==> src/rtl/change_capture_fifo_pkg.sv <==
// Shared parameters and helpers for the latch-stage change capture path.
package latch_stage_pkg;

    localparam int N_DEFAULT     = 4;
    localparam int DEPTH_DEFAULT = 4;
    localparam int DROP_W        = 8;

    function automatic int ptr_w(input int depth);
        return $clog2(depth);
    endfunction

endpackage

==> src/rtl/change_capture_fifo_if.sv <==
// Valid/ready output port carrying captured values to the consumer.
interface change_capture_fifo_if
    import latch_stage_pkg::*;
#(
    parameter int N = N_DEFAULT
);

    logic [N-1:0] out_data;
    logic         out_valid;
    logic         out_ready;

    modport master (output out_data, output out_valid, input out_ready);
    modport slave  (input out_data, input out_valid, output out_ready);

endinterface

==> src/rtl/change_capture_fifo_sync_fifo.sv <==
// Synchronous FIFO with occupancy counter; a push into a full FIFO is
// accepted only when a pop frees a slot on the same edge.
module sync_fifo
    import latch_stage_pkg::*;
#(
    parameter int N     = N_DEFAULT,
    parameter int DEPTH = DEPTH_DEFAULT
) (
    input  logic                   clk,
    input  logic                   reset,
    input  logic                   wr_en,
    input  logic [N-1:0]           wr_data,
    input  logic                   rd_en,
    output logic [N-1:0]           rd_data,
    output logic                   full,
    output logic                   empty,
    output logic [ptr_w(DEPTH):0]  count
);

    localparam int PW = ptr_w(DEPTH);
    localparam logic [PW:0] DEPTH_CNT = (PW+1)'(DEPTH);

    logic [N-1:0]  mem [DEPTH];
    logic [PW-1:0] wr_ptr;
    logic [PW-1:0] rd_ptr;
    logic          do_push;
    logic          do_pop;

    assign full    = (count == DEPTH_CNT);
    assign empty   = (count == '0);
    assign do_pop  = rd_en && !empty;
    assign do_push = wr_en && (!full || do_pop);
    assign rd_data = mem[rd_ptr];

    // Pointers are exactly PW bits wide so they wrap mod DEPTH on their own.
    always_ff @(posedge clk or posedge reset) begin
        if (reset) begin
            for (int i = 0; i < DEPTH; i++) begin
                mem[i] <= '0;
            end
            wr_ptr <= '0;
            rd_ptr <= '0;
            count  <= '0;
        end else begin
            if (do_push) begin
                mem[wr_ptr] <= wr_data;
                wr_ptr      <= wr_ptr + PW'(1);
            end
            if (do_pop) begin
                rd_ptr <= rd_ptr + PW'(1);
            end
            case ({do_push, do_pop})
                2'b10:   count <= count + (PW+1)'(1);
                2'b01:   count <= count - (PW+1)'(1);
                default: count <= count;
            endcase
        end
    end

endmodule

==> src/rtl/change_capture_fifo.sv <==
// Detects every change of the upstream latch value and queues it; changes
// that find the queue full are counted as drops with a sticky overflow flag.
module change_capture_fifo
    import latch_stage_pkg::*;
#(
    parameter int N     = N_DEFAULT,
    parameter int DEPTH = DEPTH_DEFAULT
) (
    input  logic                   clk,
    input  logic                   reset,
    input  logic [N-1:0]           in_q,
    input  logic                   clear_ovf,
    change_capture_fifo_if.master  out_port,
    output logic [ptr_w(DEPTH):0]  count,
    output logic                   overflow,
    output logic [DROP_W-1:0]      drop_cnt
);

    localparam logic [DROP_W-1:0] DROP_MAX = '1;

    logic [N-1:0] prev_q;
    logic         change;
    logic         fifo_full;
    logic         fifo_empty;
    logic         pop;
    logic         drop;

    assign change             = (in_q != prev_q);
    assign out_port.out_valid = !fifo_empty;
    assign pop                = out_port.out_ready && !fifo_empty;
    assign drop               = change && fifo_full && !pop;

    sync_fifo #(
        .N     (N),
        .DEPTH (DEPTH)
    ) u_fifo (
        .clk     (clk),
        .reset   (reset),
        .wr_en   (change),
        .wr_data (in_q),
        .rd_en   (out_port.out_ready),
        .rd_data (out_port.out_data),
        .full    (fifo_full),
        .empty   (fifo_empty),
        .count   (count)
    );

    // A drop on the same edge as clear_ovf restarts the tally at one.
    always_ff @(posedge clk or posedge reset) begin
        if (reset) begin
            prev_q   <= '0;
            overflow <= 1'b0;
            drop_cnt <= '0;
        end else begin
            prev_q <= in_q;
            if (drop) begin
                overflow <= 1'b1;
                if (clear_ovf) begin
                    drop_cnt <= DROP_W'(1);
                end else if (drop_cnt != DROP_MAX) begin
                    drop_cnt <= drop_cnt + DROP_W'(1);
                end
            end else if (clear_ovf) begin
                overflow <= 1'b0;
                drop_cnt <= '0;
            end
        end
    end

endmodule

==> src/flat_wrapper.sv <==
// flat-port wrapper written by rule: the top's interface ports become plain ports
module change_capture_fifo_flat import latch_stage_pkg::*;
#(
    parameter int N     = N_DEFAULT,
    parameter int DEPTH = DEPTH_DEFAULT
)
  (clk, reset, in_q, clear_ovf, count, overflow, drop_cnt, out_port_out_data, out_port_out_valid, out_port_out_ready);
  change_capture_fifo_if #(.N(N)) out_port_i ();
  input  logic clk;
  input  logic reset;
  input  logic [N-1:0] in_q;
  input  logic clear_ovf;
  output logic [ptr_w(DEPTH):0] count;
  output logic overflow;
  output logic [DROP_W-1:0] drop_cnt;
  output wire logic [$bits(out_port_i.out_data)-1:0] out_port_out_data;
  output wire logic [$bits(out_port_i.out_valid)-1:0] out_port_out_valid;
  input wire logic [$bits(out_port_i.out_ready)-1:0] out_port_out_ready;
  assign out_port_out_data = out_port_i.out_data;
  assign out_port_out_valid = out_port_i.out_valid;
  assign out_port_i.out_ready = out_port_out_ready;
  change_capture_fifo #(.N(N), .DEPTH(DEPTH)) u_core (.clk(clk), .reset(reset), .in_q(in_q), .clear_ovf(clear_ovf), .out_port(out_port_i), .count(count), .overflow(overflow), .drop_cnt(drop_cnt));
endmodule
==> config.mk <==
export PLATFORM = sky130hd
export DESIGN_NAME = change_capture_fifo_flat
export DESIGN_NICKNAME = d
export VERILOG_FILES = /design/src/rtl/change_capture_fifo_pkg.sv /design/src/rtl/change_capture_fifo_if.sv /design/src/rtl/change_capture_fifo_sync_fifo.sv /design/src/rtl/change_capture_fifo.sv /design/src/flat_wrapper.sv
export SDC_FILE = /design/constraint.sdc
export NUM_CORES = 1
export LEC_CHECK = 0
export CAP_MARGIN = 20
export CORE_UTILIZATION = 28
export DETAILED_ROUTE_END_ITERATION = 8
export PLACE_DENSITY = 0.47
export SLEW_MARGIN = 10
export SYNTH_ARGS = -nofsm -noshare
export SYNTH_HDL_FRONTEND = slang
export SYNTH_SLANG_ARGS = --single-unit
==> constraint.sdc <==
create_clock -name clk -period 7.32 [get_ports clk]
set_input_delay 1.83 -clock clk [delete_from_list [all_inputs] [get_ports clk]]
set_output_delay 1.83 -clock clk [all_outputs]
set_load 0.02 [all_outputs]
==> results.cfg <==
[worst_setup_path]
crit_type = in2reg
critical_path.n_buffers_inverters = 3
critical-path-top-cell-by-count = sky130_fd_sc_hd__xor2_1
cpPeakStageDelay_ps = 550
cp_cell_sequence = clkdlybuf4s50_1, xor2_1, o41a_1, inv_1, ha_1, inv_1, fa_1, xor2_1, nor2_1, xor2_1
crit_arrival_ps = 4280
library_cell_contributing_the_largest_single_delay_on_the_critical_path = sky130_fd_sc_hd__o41a_1
worstPathMaxFanout = 8
worst_setup_path_start_kind = input port
cp_top_family = buffers and inverters
cp.required_ps = 7530
cp-end-kind = flop

[floorplanning]
die_area_um2 = 6650
die-width_um = 81.5
placement_rows = 28
initial_core_util_pct = 29.4
io_pins = 25
die_height_um = 81.5
design.core.area_um2 = 6030

[clocking]
clock_sinks = 36
postCtsSetupBuffers = 0
hold_buffers = 0
clockRootBuffer = sky130_fd_sc_hd__clkbuf_8
clock_tree.htree_level_count = 2
clock_tree.buffer_depth = 2
worst_setup_hold_path_clk_slew_ps = 70
cts_inserted_buffers = 5
clk-insertion-delay-late_ps = 290
tritoncts_clock_tree = built
cts_resized = 0

[global_routing]
top_usage_layer = met2
grt_pass1_wl_um = 6240
grt_max_degree = 37
grtUsageMet1_pct = 15.7
grt_use_met3_pct = 3.33
global_route.overflow_total = 0
via_count_of_the_first_global_routing_pass = 1246
use_met2_pct = 22.2
antenna_found_initial = 0
grt_util_all_layers_pct = 13.1

[finish]
area_delta_synth_final_pct = 23.1
layout_commonest_cell = sky130_fd_sc_hd__dfrtp_1
fillers = 606
post_route_cells_drive_above_1_share_pct = 20.8
finish.utilization_pct = 36.2
nets = 182
layout.cells.non_filler = 243
n_antenna_cell = 0
final_cell_mix = sky130_fd_sc_hd__dfrtp_1, sky130_fd_sc_hd__clkdlybuf4s50_1, sky130_fd_sc_hd__mux2_2

[drt]
drc_markers = 0
routed-via-count = 1183
wirelength_um = 3550
drt_pass1_iterations = 4
drt-initial-drc-count = 31
vias_per_instance = 4.87
wire_per_inst_um = 14.6
antenna_left = 0

[yosys]
synth_nets = 154
syn_area_um2 = 1770
ys_types = 36
synthesis.area_per_instance_um2 = 12.7
synth.mux.area_fraction_pct = 16.5
synth_simple_gate_area_share_pct = 11.3
synth_warnings = 0
adder_cell_share_of_the_synthesized_area_pct = 5.37
synthCells = 139
largest_family_of_logic_cells_by_synthesized_area = multiplexers
yosys.area_share.xor_xnor_pct = 4.94
synth_sequential_area_ratio_pct = 50.8
ys_seq_elements = 36
synth_compound_gate_area_share_pct = 7.63

[placement]
placed_cells_incl_taps = 234
gpl.final_weighted_congestion = 0.716
place.detailed.hpwl_um = 2590
numPortBuffers = 24

[timing]
slew_viol_final = 0
max-slew-margin-rel_pct = 69.6
hold_viol = 0
final_period_minus_worst_setup_slack_ps = 4080
setup_tns_ps = 0
finalCritPeriodShare_pct = 55.7
worst_pin_slew_ps = 455
finalSetupViolations = 0
clock_skew_ps = 9.12
unrepaired_setup_endpoints_after_global_routing = false
maxClockFrequency_mhz = 245

[power]
power.ir.vdd_worst_mv = 0.195
part_of_the_total_power_dissipated_in_combinational_logic_pct = 43.8
pwr-share-seq_pct = 39.9
p_switching_mw = 0.301
intPower_mw = 0.544
static-leakage-power_nw = 0.925
clock_power_share_pct = 16.2
power.switching_fraction_pct = 35.6
power.density_nw_per_um2 = 387

[run]
maxCapViolations = 0

[min_path]
min-delay-path-class = reg2reg

[status]
run_status = finished clean
==> power by group through the flow <==
stage / Clock [mW] / Sequential (mW) / Combinational, mW
after floorplan: 0 / 0.333 / 0.248
after global placement: 0 / 0.337 / 0.368
after detailed placement: 0 / 0.343 / 0.375
after CTS: 0.144 / 0.340 / 0.377
after global routing: 0.154 / 0.350 / 0.407
final: 0.137 / 0.337 / 0.370
==> cell families (layout without fill, tap and decap cells) <==
| group | after synthesis | after routing |
|---|---|---|
| and+or+nand+nor | 33 | 33 |
| AOI/OAI and AO/OA | 17 | 17 |
| muxes | 22 | 22 |
| adders and majority gates | 7 | 7 |
| xor gates and xnor gates | 10 | 10 |
| DFF | 36 | 36 |
| buffers and inverters | 14 | 43 |
==> through the flow <==
step / hold slack (ps) / setup slack [ps] / power [mW] / area [µm²]
after floorplan: 474 / 3660 / 0.581 / 1770
after global placement: 477 / 3020 / 0.705 / 2090
after detailed placement: 478 / 2900 / 0.719 / 2090
after CTS: 494 / 3230 / 0.860 / 2170
after global routing: 521 / 3060 / 0.911 / 2180
final: 493 / 3240 / 0.845 / 2180
==> layer usage <==
metal / up-vias / wire length (µm)
li1: 558 / -
met1: 594 / 1620
met2: 23 / 1770
met3: 8 / 114
met4: 0 / 53
met5: - / 0
==> area by class of cell <==
class	instances	area (µm²)	share of cell area (%)
multi-input combinational	89	810	37.1
clock buffer	5	68.8	3.16
sequential	36	901	41.3
timing repair buffer	26	255	11.7
inverter	9	33.8	1.55
tap	75	93.8	4.30
clock inverter	3	18.8	0.861
==> cells in the mapped netlist (all sizes together) <==
cell type,n,area share (%)
or3,2,0.71
mux2,17,11
o31ai,3,1.3
nand4,2,0.71
nand2,9,1.9
a31o,1,0.49
fa,1,1.1
ha,6,4.2
xor2,7,3.5
a311oi,1,0.49
inv,9,1.9
and4,2,0.99
nor4b,1,1.3
nand3,4,1.1
o221ai,1,0.49
mux2i,1,0.56
nor2,5,1.1
a21oi,4,1.1
o41a,2,1.3
dfrtp,36,51
nor4,1,0.35
buf,3,1.1
o21ai,2,0.56
mux4,4,5.1
o211a,1,0.56
o41ai,1,0.92
or4,3,1.3
or4b,2,1.1
and2,1,0.35
nor2b,1,0.35
a21o,1,0.42
clkbuf,2,0.42
xnor2,3,1.5
==> worst paths after layout <==
kind | startpoint | endpoint | slack (ps) | cells after the start
max in group asynchronous | reset | u_core.u_fifo.count[1] | 5050 | 3
hold / removal | u_core.overflow | u_core.overflow | 490 | 1
hold reg to reg | u_core.overflow | u_core.overflow | 490 | 1
setup / recovery | in_q[1] | u_core.u_fifo.count[2] | 3240 | 10
setup reg to reg | u_core.u_fifo.count[0] | u_core.u_fifo.count[2] | 4860 | 9
min in group asynchronous | reset | u_core.drop_cnt[5] | 1940 | 3
==> flip-flops by register name, indices dropped and copies added, names as in the netlist <==
| register | flops |
|---|---|
| u_core.drop_cnt | 8 |
| u_core.u_fifo.wr_ptr | 2 |
| u_core.prev_q | 4 |
| u_core.overflow | 1 |
| u_core.u_fifo.count | 3 |
| u_core.u_fifo.rd_ptr | 2 |
| u_core.u_fifo.mem | 16 |
No activity file was read; power rests on OpenSTA's default activity.
